## config.mk

```make
export PLATFORM = sky130hd
export DESIGN_NAME = alp_muldiv_array
export DESIGN_NICKNAME = d
export VERILOG_FILES = /design/src/rtl/alp_muldiv_array.sv
export SDC_FILE = /design/constraint.sdc
export NUM_CORES = 1
export LEC_CHECK = 0
export CAP_MARGIN = 20
export CORE_MARGIN = 2
export CORE_UTILIZATION = 40
export CTS_BUF_LIST = sky130_fd_sc_hd__clkbuf_2
export DETAILED_ROUTE_END_ITERATION = 12
export PLACE_DENSITY_LB_ADDON = 0.08
export SYNTH_ARGS = -nofsm -noshare
export SYNTH_HDL_FRONTEND = slang
export SYNTH_SLANG_ARGS = --single-unit
```

## constraint.sdc

```tcl
create_clock -name qdck_l -period 6.3 [get_ports qdck_l]
set_input_delay 0.63 -clock qdck_l [delete_from_list [all_inputs] [get_ports qdck_l]]
set_output_delay 0.63 -clock qdck_l [all_outputs]
set_load 0.02 [all_outputs]
```

## src/rtl/alp_muldiv_array.sv

```systemverilog
// alp_muldiv_array
// Iterative multiply/divide datapath. The accumulator A and the Q register
// form one double-width shift chain. One add/subtract-and-shift step runs per
// clock under a three-state sequencer (IDLE -> RUN -> DONE) with a start/done
// handshake.
//
// Optional feature macro: ALP_DIV_EN
//   defined   : op 10 runs a restoring unsigned divide.
//   undefined : the divide hardware is compiled out and op 10 behaves as a
//               reserved op (immediate DONE, zero results, v_h=1).
//
// Parameters
//   WIDTH  operand width, multiple of 4, 8..64
//   CNT_W  iteration counter width (derived, leave at default)
//
// Ports
//   qdck_l    in   datapath clock, rising edge
//   rst_h     in   synchronous active-high reset
//   start_h   in   operation request, sampled only in IDLE
//   op_h      in   00 umul, 01 signed Booth mul, 10 udiv, 11 reserved
//   abort_h   in   cancel a running operation
//   a_h       in   multiplicand or divisor
//   b_h       in   multiplier or dividend
//   busy_h    out  high while in RUN
//   done_h    out  one-cycle completion pulse
//   res_hi_h  out  A: product high half or remainder
//   res_lo_h  out  Q: product low half or quotient
//   z_h       out  result-zero flag
//   n_h       out  result-negative flag (signed multiply only)
//   v_h       out  divide by zero or reserved op

module alp_muldiv_array #(
   parameter int WIDTH = 32,
   parameter int CNT_W = $clog2(WIDTH) + 1
) (
   input  logic             qdck_l,
   input  logic             rst_h,
   input  logic             start_h,
   input  logic [1:0]       op_h,
   input  logic             abort_h,
   input  logic [WIDTH-1:0] a_h,
   input  logic [WIDTH-1:0] b_h,
   output logic             busy_h,
   output logic             done_h,
   output logic [WIDTH-1:0] res_hi_h,
   output logic [WIDTH-1:0] res_lo_h,
   output logic             z_h,
   output logic             n_h,
   output logic             v_h
);

   typedef enum logic [1:0] {
      ST_IDLE = 2'b00,
      ST_RUN  = 2'b01,
      ST_DONE = 2'b10
   } state_t;

   localparam logic [1:0]       OP_UMUL  = 2'b00;
   localparam logic [1:0]       OP_SMUL  = 2'b01;
   localparam logic [1:0]       OP_UDIV  = 2'b10;
   localparam logic [CNT_W-1:0] CNT_INIT = CNT_W'(WIDTH - 1);

   state_t           state_q, state_d;
   logic [CNT_W-1:0] cnt_q;
   logic [1:0]       op_q;
   logic [WIDTH:0]   acc_q;
   logic [WIDTH-1:0] q_q;
   logic [WIDTH-1:0] m_q;
   logic             q_m1_q;
   logic             z_q, n_q, v_q;

   logic [WIDTH:0]   acc_d;
   logic [WIDTH-1:0] q_d;
   logic             q_m1_d;
   logic             z_d, n_d;
   logic [WIDTH:0]   m_ext;
   logic [WIDTH:0]   sum;
   logic             reserved_op;
   logic             div_by_zero;
`ifdef ALP_DIV_EN
   logic [WIDTH:0]   rem_sh;
   logic [WIDTH-1:0] trial;
`endif

   // Classify the requested operation at the accept point. Reserved ops and
   // divide-by-zero skip RUN and go straight to DONE with a fixed result.
   always_comb begin
      reserved_op = (op_h == 2'b11);
      div_by_zero = 1'b0;
`ifdef ALP_DIV_EN
      div_by_zero = (op_h == OP_UDIV) && (a_h == '0);
`else
      if (op_h == OP_UDIV) begin
         reserved_op = 1'b1;
      end
`endif
   end

   // One iteration of the selected algorithm. acc_q carries a guard bit above
   // A: it is the carry for unsigned multiply and the sign extension for
   // Booth, which keeps -2^(W-1) * -2^(W-1) exact.
   always_comb begin
      acc_d  = acc_q;
      q_d    = q_q;
      q_m1_d = q_m1_q;
      m_ext  = {m_q[WIDTH-1], m_q};
      sum    = acc_q;
`ifdef ALP_DIV_EN
      rem_sh = {acc_q[WIDTH-1:0], q_q[WIDTH-1]};
      trial  = rem_sh[WIDTH-1:0] - m_q;
`endif
      case (op_q)
         OP_UMUL: begin
            sum    = {1'b0, acc_q[WIDTH-1:0]} + (q_q[0] ? {1'b0, m_q} : '0);
            acc_d  = {1'b0, sum[WIDTH:1]};
            q_d    = {sum[0], q_q[WIDTH-1:1]};
            q_m1_d = 1'b0;
         end
         OP_SMUL: begin
            case ({q_q[0], q_m1_q})
               2'b01:   sum = acc_q + m_ext;
               2'b10:   sum = acc_q - m_ext;
               default: sum = acc_q;
            endcase
            acc_d  = {sum[WIDTH], sum[WIDTH:1]};
            q_d    = {sum[0], q_q[WIDTH-1:1]};
            q_m1_d = q_q[0];
         end
`ifdef ALP_DIV_EN
         // Restoring divide: the partial remainder is always below 2*M after
         // the shift, so the difference fits in WIDTH bits when it is kept.
         OP_UDIV: begin
            if (rem_sh >= {1'b0, m_q}) begin
               acc_d = {1'b0, trial};
               q_d   = {q_q[WIDTH-2:0], 1'b1};
            end else begin
               acc_d = {1'b0, rem_sh[WIDTH-1:0]};
               q_d   = {q_q[WIDTH-2:0], 1'b0};
            end
         end
`endif
         default: ;
      endcase
   end

   // Flags for the final step, captured on the edge that enters DONE.
   always_comb begin
      if ((op_q == OP_UMUL) || (op_q == OP_SMUL)) begin
         z_d = ({acc_d[WIDTH-1:0], q_d} == '0);
      end else begin
         z_d = (q_d == '0);
      end
      n_d = (op_q == OP_SMUL) && acc_d[WIDTH-1];
   end

   // Sequencer state register.
   always_ff @(posedge qdck_l) begin
      if (rst_h) begin
         state_q <= ST_IDLE;
      end else begin
         state_q <= state_d;
      end
   end

   // Sequencer next state. Abort takes priority over the last iteration.
   always_comb begin
      state_d = state_q;
      case (state_q)
         ST_IDLE: begin
            if (start_h) begin
               state_d = (reserved_op || div_by_zero) ? ST_DONE : ST_RUN;
            end
         end
         ST_RUN: begin
            if (abort_h) begin
               state_d = ST_IDLE;
            end else if (cnt_q == '0) begin
               state_d = ST_DONE;
            end
         end
         ST_DONE: state_d = ST_IDLE;
         default: state_d = ST_IDLE;
      endcase
   end

   // Datapath registers. Results and flags hold through DONE and IDLE until
   // the next accepted start.
   always_ff @(posedge qdck_l) begin
      if (rst_h) begin
         cnt_q  <= '0;
         op_q   <= '0;
         acc_q  <= '0;
         q_q    <= '0;
         m_q    <= '0;
         q_m1_q <= 1'b0;
         z_q    <= 1'b0;
         n_q    <= 1'b0;
         v_q    <= 1'b0;
      end else begin
         case (state_q)
            ST_IDLE: begin
               if (start_h) begin
                  op_q   <= op_h;
                  m_q    <= a_h;
                  cnt_q  <= CNT_INIT;
                  q_m1_q <= 1'b0;
                  z_q    <= 1'b0;
                  n_q    <= 1'b0;
                  v_q    <= 1'b0;
                  if (reserved_op) begin
                     acc_q <= '0;
                     q_q   <= '0;
                     v_q   <= 1'b1;
                  end else if (div_by_zero) begin
                     acc_q <= {1'b0, b_h};
                     q_q   <= '1;
                     v_q   <= 1'b1;
                  end else begin
                     acc_q <= '0;
                     q_q   <= b_h;
                  end
               end
            end
            ST_RUN: begin
               if (abort_h) begin
                  cnt_q  <= '0;
                  acc_q  <= '0;
                  q_q    <= '0;
                  q_m1_q <= 1'b0;
                  z_q    <= 1'b0;
                  n_q    <= 1'b0;
                  v_q    <= 1'b0;
               end else begin
                  acc_q  <= acc_d;
                  q_q    <= q_d;
                  q_m1_q <= q_m1_d;
                  if (cnt_q == '0) begin
                     z_q <= z_d;
                     n_q <= n_d;
                     v_q <= 1'b0;
                  end else begin
                     cnt_q <= cnt_q - CNT_W'(1);
                  end
               end
            end
            default: ;
         endcase
      end
   end

   assign busy_h   = (state_q == ST_RUN);
   assign done_h   = (state_q == ST_DONE);
   assign res_hi_h = acc_q[WIDTH-1:0];
   assign res_lo_h = q_q;
   assign z_h      = z_q;
   assign n_h      = n_q;
   assign v_h      = v_q;

endmodule

```

Yosys cells after proc, flatten, opt, wreduce, memory -nomap -nowiden
Cells that the tools add are included.
{ "word_totals": {"reg_bits": 111, "in_bits": 70, "out_inout_bits": 69, "wordCells": 77} }
{ "classes": {"n_addsub": 4, "eq_ne": 11, "mux": 37, "reduce_logical": 14} }
{ "ops": {"columns": ["operator", "n"], "rows": [
  ["33-bit one-hot mux with 2 select lines", 3],
  ["32-bit two-way mux", 4],
  ["32-bit one-hot mux with 2 select lines", 2],
  ["33-bit two-way mux", 2],
  ["64-bit logical NOT", 1],
  ["32-bit by 32-bit adder with 33-bit output", 1],
  ["33-bit adder", 1],
  ["33-bit subtractor", 1],
  ["32-bit logical NOT", 1],
  ["6-bit two-way mux", 3],
  ["1-bit two-way mux", 12],
  ["6-bit one-hot mux with 2 select lines", 1],
  ["1-bit one-hot mux with 2 select lines", 5],
  ["3-bit AND reduction", 3],
  ["2-bit == test (second input constant)", 4],
  ["2-bit two-way mux", 4],
  ["2-bit by 1-bit == test with 1-bit output (second input constant)", 3],
  ["6-bit logical NOT", 1],
  ["2-bit AND reduction", 3],
  ["6-bit by 1-bit subtractor with 6-bit output (second input constant)", 1],
  ["2-bit logical NOT", 2],
  ["4-bit by 2-bit != test with 1-bit output (second input constant)", 1],
  ["2-bit one-hot mux with 2 select lines", 1],
  ["3-bit by 2-bit != test with 1-bit output (second input constant)", 1],
  ["other kinds (5)", 5]
]} }

Depth between registers and ports, before layout
Gate-level depths: netlist of the first run.
{ "depth": {"ltp_word": 8, "ltp_mapped": 24, "depth_no_buf": 23} }

Worst setup path before layout of the first run
OpenSTA, ideal clock, no wires.
{ "synth_timing": {"path_type": "register -> register", "from": "register m_q[2]", "to": "register z_q (netlist: z_h)", "setup_ns": 0.070, "arrival_time_ns": 4.854, "t_required_ns": 6.230, "setup_slack_ns": 1.376, "stages_incl_launch_ff": 23, "path_buffers": 1, "synth_period_minus_slack_ns": 4.924, "path_cell_list": "dfxtp_1 nor3_1 nand3_1 nor4b_1 nand2b_1 or4_1 nor2_1 a21o_1 o21ai_0 xnor2_1 ha_1 clkbuf_1 a21oi_1 o21ai_0 a221oi_1 o31a_1 o21ai_1 xor2_1 a222oi_1 o21ai_0 or3_1 or4_1 o21bai_1"} }
{ "synth_via": {"elab_chain_cells": 8, "word_cells_on_any_way": 11, "cone_classes": "add/sub (3); mux (7); reduce/logical (1)"} }
{ "synth_rtl": {"columns": ["item", "line", "text"], "rows": [
  ["start: declaration", "68", "logic [WIDTH-1:0] m_q;"],
  ["start signal: assignment", "204", "m_q <= a_h;"],
  ["33-bit subtractor (tied with other cells)", "122", "2'b10: sum = acc_q - m_ext;"],
  ["33-bit one-hot mux with 2 select lines / 32-bit by 32-bit adder with 33-bit output (equally long branches)", "120, 114", null],
  ["33-bit one-hot mux with 2 select lines (*)", "112", "case (op_q)"],
  ["64-bit logical NOT (*)", "149", "z_d = ({acc_d[WIDTH-1:0], q_d} == '0);"],
  ["1-bit two-way mux (*)", "148", "if ((op_q == OP_UMUL) || (op_q == OP_SMUL)) begin"],
  ["1-bit two-way mux (*)", "237", "if (cnt_q == '0) begin"],
  ["1-bit two-way mux (*)", "225", "if (abort_h) begin"],
  ["1-bit one-hot mux with 2 select lines (*)", "200", "case (state_q)"],
  ["end signal: assignment", "238", "z_q <= z_d;"],
  ["end: declaration", "70", "logic z_q, n_q, v_q;"]
]} }
Every way passes the cells marked *; elsewhere a longest branch is shown, timed or not. The select of a mux whose other input is x is not followed.
A chain may end at the register's enable or synchronous reset.

Worst setup path after layout of the first run
Same ends and word-level chain as after synthesis.

==> metrics.md, run 1 <==
| Metric | Value |
|---|---|
| Final Instance Area | around 11000 sq um |
| Cell Area, Synth | between 9000 and 10000 sq um |
| WHS Endpoint | res_lo_h[28] |
| Filler cell count in the final layout | about 2600 |
| YS warnings | 0 |
| Max-cap viol count | 0 |
| Die area | around 26000 sq um |
| Seq/Total Area, Yosys | roughly 23% |
| Fin crit share | around 90% |
| CP dominant cell by count | o21ai_0 |
| Most common cell in the synthesized netlist | nor2_1 |
| Number of synthesized register bits | 111 |
| Synth top area share | a little under a quarter |
| Leak pwr | ~0.0044 uW |
| Asr flop ratio synth | 0% |
| Final clock skew | about 0.048 ns |
| Worst path arrival time | about 6.3 ns |
| I/O pin count | between 100 and 150 |
| Setup TNS | 0 ns |
| Via count normalized by instance count | ~6 |
| Crit path launch type | flip-flop |
| Layout Nets | 1518 |
| Initial antenna violation count | 5 |
| First-pass GRT wire length | about 55000 microns |
| Hold Crit Class | in -> reg |
| Synth top area cells | dfxtp_1 23%, ha_1 8.7%, a21oi_1 6.4% |
| Die Y | about 160 microns |
| Peak supply drop | about 95 uV |
| HPWL after detailed placement | between 20000 and 30000 microns |
| Area grow syn2layout | 15.44% |
| Total core area | around 24000 sq um |
| Root buf cell | clkbuf_2 |
| DR WL/cell | about 20 microns |
| Vias in the first global route | a little under 10000 |
| Port bufs | between 100 and 150 |
| Slew Viols, Final | 0 |
| Post-layout min period | between 5 and 6 ns |
| Critical path class | reg -> reg |
| Drt first pass iters | 6 |
| Fmax | 175.9 MHz |
| Status | finished clean |
| DRT iter0 DRCs | 879 |
| Top cells by count, synth | 156 x nor2_1, 136 x nand2_1, 125 x a21oi_1, 111 x dfxtp_1, 76 x clkbuf_1 |
| Total grt overflow | 0 |
| Clock transition at the registers of the reported paths | approximately 0.37 ns |
| CP max-delay cell | or4_1 |
| Worst slew pin tran | 0.9977 ns |
| Hold Crit Start | rst_h |
| Syn Area/Cell | around 7.3 sq um |
| R2r setup slk | 0.61 ns |
| Syn nets | approximately 1500 |
| Post-synth cell types | 73 |
| Top FF cell, synth | dfxtp_1 |
| Hold path depth | 2 |
| Hold Vio Cnt, Final | 0 |
| Vias | between 10000 and 15000 |
| H-tree levels | 3 |
| DR top layer | met5 |
| DRT Wirelength | about 35000 microns |
| Gr usage total | 26.87% |
| Met1 wire length | about 16000 microns |
| Crit path cell chain | nor3_1, nand3_1, nor4b_2, nand2b_1, or4_1, nor2_1, a21o_1, o21ai_0, xnor2_1, ha_1, a21oi_1, o21ai_0, a221oi_1, o31a_1, o21ai_1, xor2_1, a222oi_1, o21ai_0, or3_1, or4_1, o21bai_1 |
| Final setup viols | 0 |
| Post-DP Area | around 11000 sq um |
| Largest net degree at the start of global routing | 69 |
| Post-route DRC | 0 |
| TritonCTS clock tree | yes |
| Routed wl met3 | ~2800 microns |
| Die Width | 160.0 microns |
| RSZ-0062 raised after global routing | no |
| Number of synthesized flops with an enable pin | 0 |
| Relative slew slack | roughly a third |
| # rows | 57 |
| Mapped Cells | 1329 |
| Initial Util | 40.38% |
| Gpl congestion | about 0.9 |
| Cell Pwr Density | roughly 170 nW/um^2 |
| CP endpoint kind | flip-flop |
| Post-synth top area cell | dfxtp_1 |
| Worst path max stage delay | 0.46 ns |
| R2R depth | 21 |
| Sink Count | between 100 and 150 |
| FF-to-FF End | z_h |
| Cts bufs inserted | 9 |
| Antenna Nets Post-Route | 0 |
| FF-to-FF Start | m_q[2] |
| Crit path required time | 6.94 ns |
| Layout cell share with drive strength beyond 1 | under 10% |
| Clock Path Buffers | 2 |
| Critical path fanouts, max | 9 |
| Worst skew pair latency | a little over 0.7 ns |
| Met2 wire length | approximately 16000 microns |
[where the power goes]
| part | total (uW) | leakage, uW | internal [uW] | switching (uW) |
|---|---|---|---|---|
| sequential | 790 | 0.000905 | 739 | 51.3 |
| clock | 382 | 0.0000736 | 73.3 | 308 |
| combinational | 714 | 0.00339 | 286 | 428 |
[cell usage in the layout (no fill, tap or decap), types with 34 or more instances in the layout]
master / netlist / routed
a21oi_1: 125 / 125
nand2_1: 136 / 136
a22oi_1: 34 / 34
ha_1: 68 / 68
dfxtp_1: 111 / 111
nor3_1: 37 / 37
nor2_1: 156 / 154
clkdlybuf4s50_1: 0 / 137
o21ai_0: 51 / 51
a222oi_1: 37 / 37
xnor2_1: 44 / 44
and2_1: 40 / 40
[stage by stage]
step                power [uW]  utilization [%]  hold slack (ns)  cells  setup WS (ns)
finish                    1885            46.61           0.3501   1708         0.6146
global route              2010            46.61           0.3070   1708        0.03457
detailed placement        1505            46.04           0.4649   1691         0.5137
global placement          1505            45.98           0.4602   1690         0.7377
CTS                       1904            46.55           0.2790   1707         0.4040
floorplan                 1270                -           0.4383   1329          1.376
[worst max path at each step]
stage | end | start | slack (ns)
finish | z_h | m_q[2] | 0.61
global route | z_h | m_q[2] | 0.03
CTS | z_h | m_q[2] | 0.40
detailed placement | z_h | m_q[2] | 0.51
global placement | z_h | m_q[2] | 0.74
floorplan | z_h | m_q[2] | 1.38
[repair_timing]
action	in CTS	in global routing
setup buffers	0	0
resized for setup	0	2
hold buffers	0	0
endpoints found under the setup margin	0	1
[routing by layer]
metal,vias up,GRT usage [%]
met5,-,0
met4,6,7.207
met3,58,6.182
met2,378,43.51
met1,4774,36.01
li1,4975,-
[registers in the layout, indices dropped and copies added (netlist names)]
register and count:
v_h 1, op_q 2, z_h 1, n_h 1, q_m1_q 1, acc_q 33
m_q 32, cnt_q 6, state_q 2, res_lo_h 32
[final cells by class]
type                            instances  area [sq um]  area share [%]
Tap cell                              324         405.4           3.608
Multi-Input combinational cell       1073          6860           61.06
Sequential cell                       111          2222           19.78
Timing Repair Buffer                  156          1521           13.54
Clock inverter                          7         77.57          0.6904
Inverter                               27         101.3          0.9020
Antenna cell                            1         2.502         0.02227
Clock buffer                            9         45.04          0.4009
[logic make-up (layout without fill, tap and decap cells)]
kind of cell               Yosys count  count (layout)  synth area share [%]
and+or+nand+nor                    510             510                 25.11
AOI/OAI and AO/OA                  402             402                 27.47
buffers and inverters              145             199                 6.903
DFF                                111             111                 22.83
xor gates and xnor gates            71              71                 6.389
adders and majority gates           70              70                 9.153
muxes                               20              20                 2.147
other                                0               1                     0
[worst max-delay path, delay by kind of cell (launching register included)]
kind | cells | cell delay (ns)
xor gates and xnor gates | 2 | 0.33
and+or+nand+nor | 8 | 2.40
adders and majority gates | 1 | 0.40
AOI/OAI and AO/OA | 10 | 2.08
DFF | 1 | 0.44
Note: power is estimated with default switching activity, not from simulation.
==> run 2, diff against run 1 <==
--- a/config.mk
+++ b/config.mk
@@ -11,6 +11,7 @@
 export CTS_BUF_LIST = sky130_fd_sc_hd__clkbuf_2
 export DETAILED_ROUTE_END_ITERATION = 12
 export PLACE_DENSITY_LB_ADDON = 0.08
+export SKIP_LAST_GASP = 1
 export SYNTH_ARGS = -nofsm -noshare
 export SYNTH_HDL_FRONTEND = slang
 export SYNTH_SLANG_ARGS = --single-unit
==> results of run 2 <==
Same layout as run 1: the final DEF is identical, and so are final timing and power.
==> run 3, diff against run 2 <==
--- a/config.mk
+++ b/config.mk
@@ -5,7 +5,6 @@
 export SDC_FILE = /design/constraint.sdc
 export NUM_CORES = 1
 export LEC_CHECK = 0
-export CAP_MARGIN = 20
 export CORE_MARGIN = 2
 export CORE_UTILIZATION = 40
 export CTS_BUF_LIST = sky130_fd_sc_hd__clkbuf_2
==> run 3 against run 2 <==
Compared with the run above: sequential power about the same; critical path depth unchanged; critical endpoint unchanged; combinational power about the same; largest power group unchanged; register-to-register slack worse by 0.02 ns.
==> metrics.md, run 3 (same netlist as run 1, synthesis figures left out) <==
| Metric | Value |
|---|---|
| Status | finished clean |
| HPWL after detailed placement | 25750 microns (+0.44%) |
| CP max-delay cell | or4_1 |
| Crit path cell chain | nor3_1, nand3_1, nor4b_2, nand2b_1, or4_1, nor2_1, a21o_1, o21ai_0, xnor2_1, ha_1, a21oi_1, o21ai_0, a221oi_1, o31a_1, o21ai_1, xor2_1, a222oi_1, o21ai_0, or3_1, or4_1, o21bai_1 |
| Initial antenna violation count | 4 (-1) |
| Worst path max stage delay | 0.46 ns (about the same) |
| Worst slew pin tran | 1.214 ns (+0.2159 ns) |
| Cell Pwr Density | 166.9 nW/um^2 (-0.54%) |
| # rows | 57 (unchanged) |
| Post-route DRC | 0 (unchanged) |
| Crit path required time | 6.96 ns (+0.02 ns) |
| Final clock skew | 0.04637 ns (-0.001862 ns) |
| Worst path buffer plus inverter count | 0 (unchanged) |
| CP endpoint kind | flip-flop |
| Fin crit share | 90.49% (+0.24 points) |
| Post-CTS setup buffers | 0 (unchanged) |
| Area grow syn2layout | 15.39% (about the same) |
| TritonCTS clock tree | yes |
| Final setup viols | 0 (unchanged) |
| First-pass GRT wire length | 54630 microns (-0.67%) |
| CTS-repair resized insts | 0 (unchanged) |
| Worst skew pair latency | 0.70 ns (about the same) |
| Final setup margin | 0.5993 ns (-0.01527 ns) |
| DRT iter0 DRCs | 867 (-1.4%) |
| DR WL/cell | 20.28 microns (-0.39%) |
| Gr usage total | 26.68% (-0.18 points) |
| Clock transition at the registers of the reported paths | 0.36 ns (about the same) |
| Fmax | 175.4 MHz (-0.27%) |
| Crit path launch type | flip-flop |
| Leading cell type in the layout, fill and taps excluded | nor2_1 |
| Largest net degree at the start of global routing | 69 (unchanged) |
| H-tree levels | 3 (unchanged) |
| Root buf cell | clkbuf_2 |
| Most flop-heavy register | acc_q |
| Sink Count | 111 (unchanged) |
| CP dominant cell by count | o21ai_0 |
| Post-layout min period | 5.701 ns (+0.01527 ns) |
| Antenna Nets Post-Route | 0 (unchanged) |
| Peak supply drop | 85.93 uV (-9.8%) |
| Layout cell share with drive strength beyond 1 | 4.052% (-0.069 points) |
| Layout Nets | 1517 (-0.066%) |
| Vias in the first global route | 9803 (-0.93%) |
| Initial Util | 40.38% (unchanged) |
| Hold Vio Cnt, Final | 0 (unchanged) |
| Max-cap viol count | 0 (unchanged) |
| Relative slew slack | 19.00% (-14 points) |
| Crit-path leading delay family | simple AND/OR/NAND/NOR gates |
| Cts bufs inserted | 9 (unchanged) |
| Port bufs | 138 (unchanged) |
| Die area | 25600 sq um (unchanged) |
| Leak pwr | 0.004364 uW (-0.15%) |
| Total grt overflow | 0 (unchanged) |
| Min Hold Slack | 0.3582 ns (+0.008114 ns) |
| Via count normalized by instance count | 5.974 (+0.12%) |
| DRT Wirelength | 34660 microns (-0.33%) |
| Setup WS pre-CTS | 0.5493 ns (+0.03561 ns) |
| Setup TNS | 0 ns (unchanged) |
| Gpl congestion | 0.8945 (unchanged) |
| CTS Hold Buffers Added | 0 (unchanged) |
| I/O pin count | 139 (unchanged) |
| RSZ-0062 raised after global routing | no |
| Hold Crit Class | in -> reg |
| Worst path arrival time | 6.36 ns (+0.04 ns) |
| Slew Viols, Final | 0 (unchanged) |
| Critical path class | reg -> reg |
| Most frequent cells in the layout | 154 x nor2_1, 137 x clkdlybuf4s50_1, 136 x nand2_1, 125 x a21oi_1, 111 x dfxtp_1 |
| Total core area | 24110 sq um (unchanged) |
| Max reg flops | 33 (unchanged) |
| Drt first pass iters | 8 (+2) |
| Die Y | 160.0 microns (unchanged) |
| Die Width | 160.0 microns (unchanged) |
| Clock Path Buffers | 2 (unchanged) |
| Vias | 10209 (+0.18%) |
| Critical path fanouts, max | 9 (unchanged) |
[run 3: cell types whose count changed in the layout (fill, tap and decap cells not counted), sizes merged]
cell,change
inv,-1
buf,-1
diode,+2
clkinv,+1
[run 3: final timing paths]
kind / slack [ns] / endpoint / depth (start not counted) / from
worst min-delay path: 0.36 / res_lo_h[26] / 2 / rst_h
worst max register to register: 0.60 / z_h / 21 / m_q[2]
worst max-delay path: 0.60 / z_h / 21 / m_q[2]
worst min register to register: 0.49 / cnt_q[5] / 1 / cnt_q[5]
[run 3: layer usage]
metal | share of wire [%] | track usage, % | vias to the layer above
met2 | 45 | 43.57 | 354
met4 | 1.6 | 6.183 | 4
met3 | 7.5 | 5.896 | 42
met1 | 46 | 36.01 | 4836
li1 | - | - | 4973
met5 | 0.078 | 0 | -
[run 3: area by class of cell]
class / instances / area [sq um]
clock inverter: 7 / 82.58
inverter: 27 / 101.3
antenna: 3 / 7.507
fill: 2631 / 12870
multi-input combinational: 1073 / 6860
clock buffer: 9 / 45.04
sequential: 111 / 2222
tap: 324 / 405.4
timing repair buffer: 155 / 1506
[run 3: where the power goes]
part	total, uW	switching [uW]	internal, uW
Clock	372	299	73.3
Combinational	712	427	285
Sequential	790	51.4	738
[run 3: through the flow]
stage	total power, uW	util [%]	cells	area (sq um)
finish	1874	46.59	1709	11230
CTS	1890	46.51	1706	11210
detailed placement	1504	45.98	1690	11080
floorplan	1270	-	1329	9733
global placement	1505	45.98	1690	11080
global route	1999	46.59	1709	11230
[run 3: worst register-to-register path: stages (launching register included)]
cell and delay [ns]:
dfxtp_1 0.44, nor3_1 0.32, nand3_1 0.21, nor4b_2 0.31, nand2b_1 0.11, or4_1 0.46, nor2_1 0.22, a21o_1 0.23
o21ai_0 0.13, xnor2_1 0.15, ha_1 0.40, a21oi_1 0.30, o21ai_0 0.12, a221oi_1 0.31, o31a_1 0.25, o21ai_1 0.17
xor2_1 0.18, a222oi_1 0.30, o21ai_0 0.16, or3_1 0.37, or4_1 0.41, o21bai_1 0.14
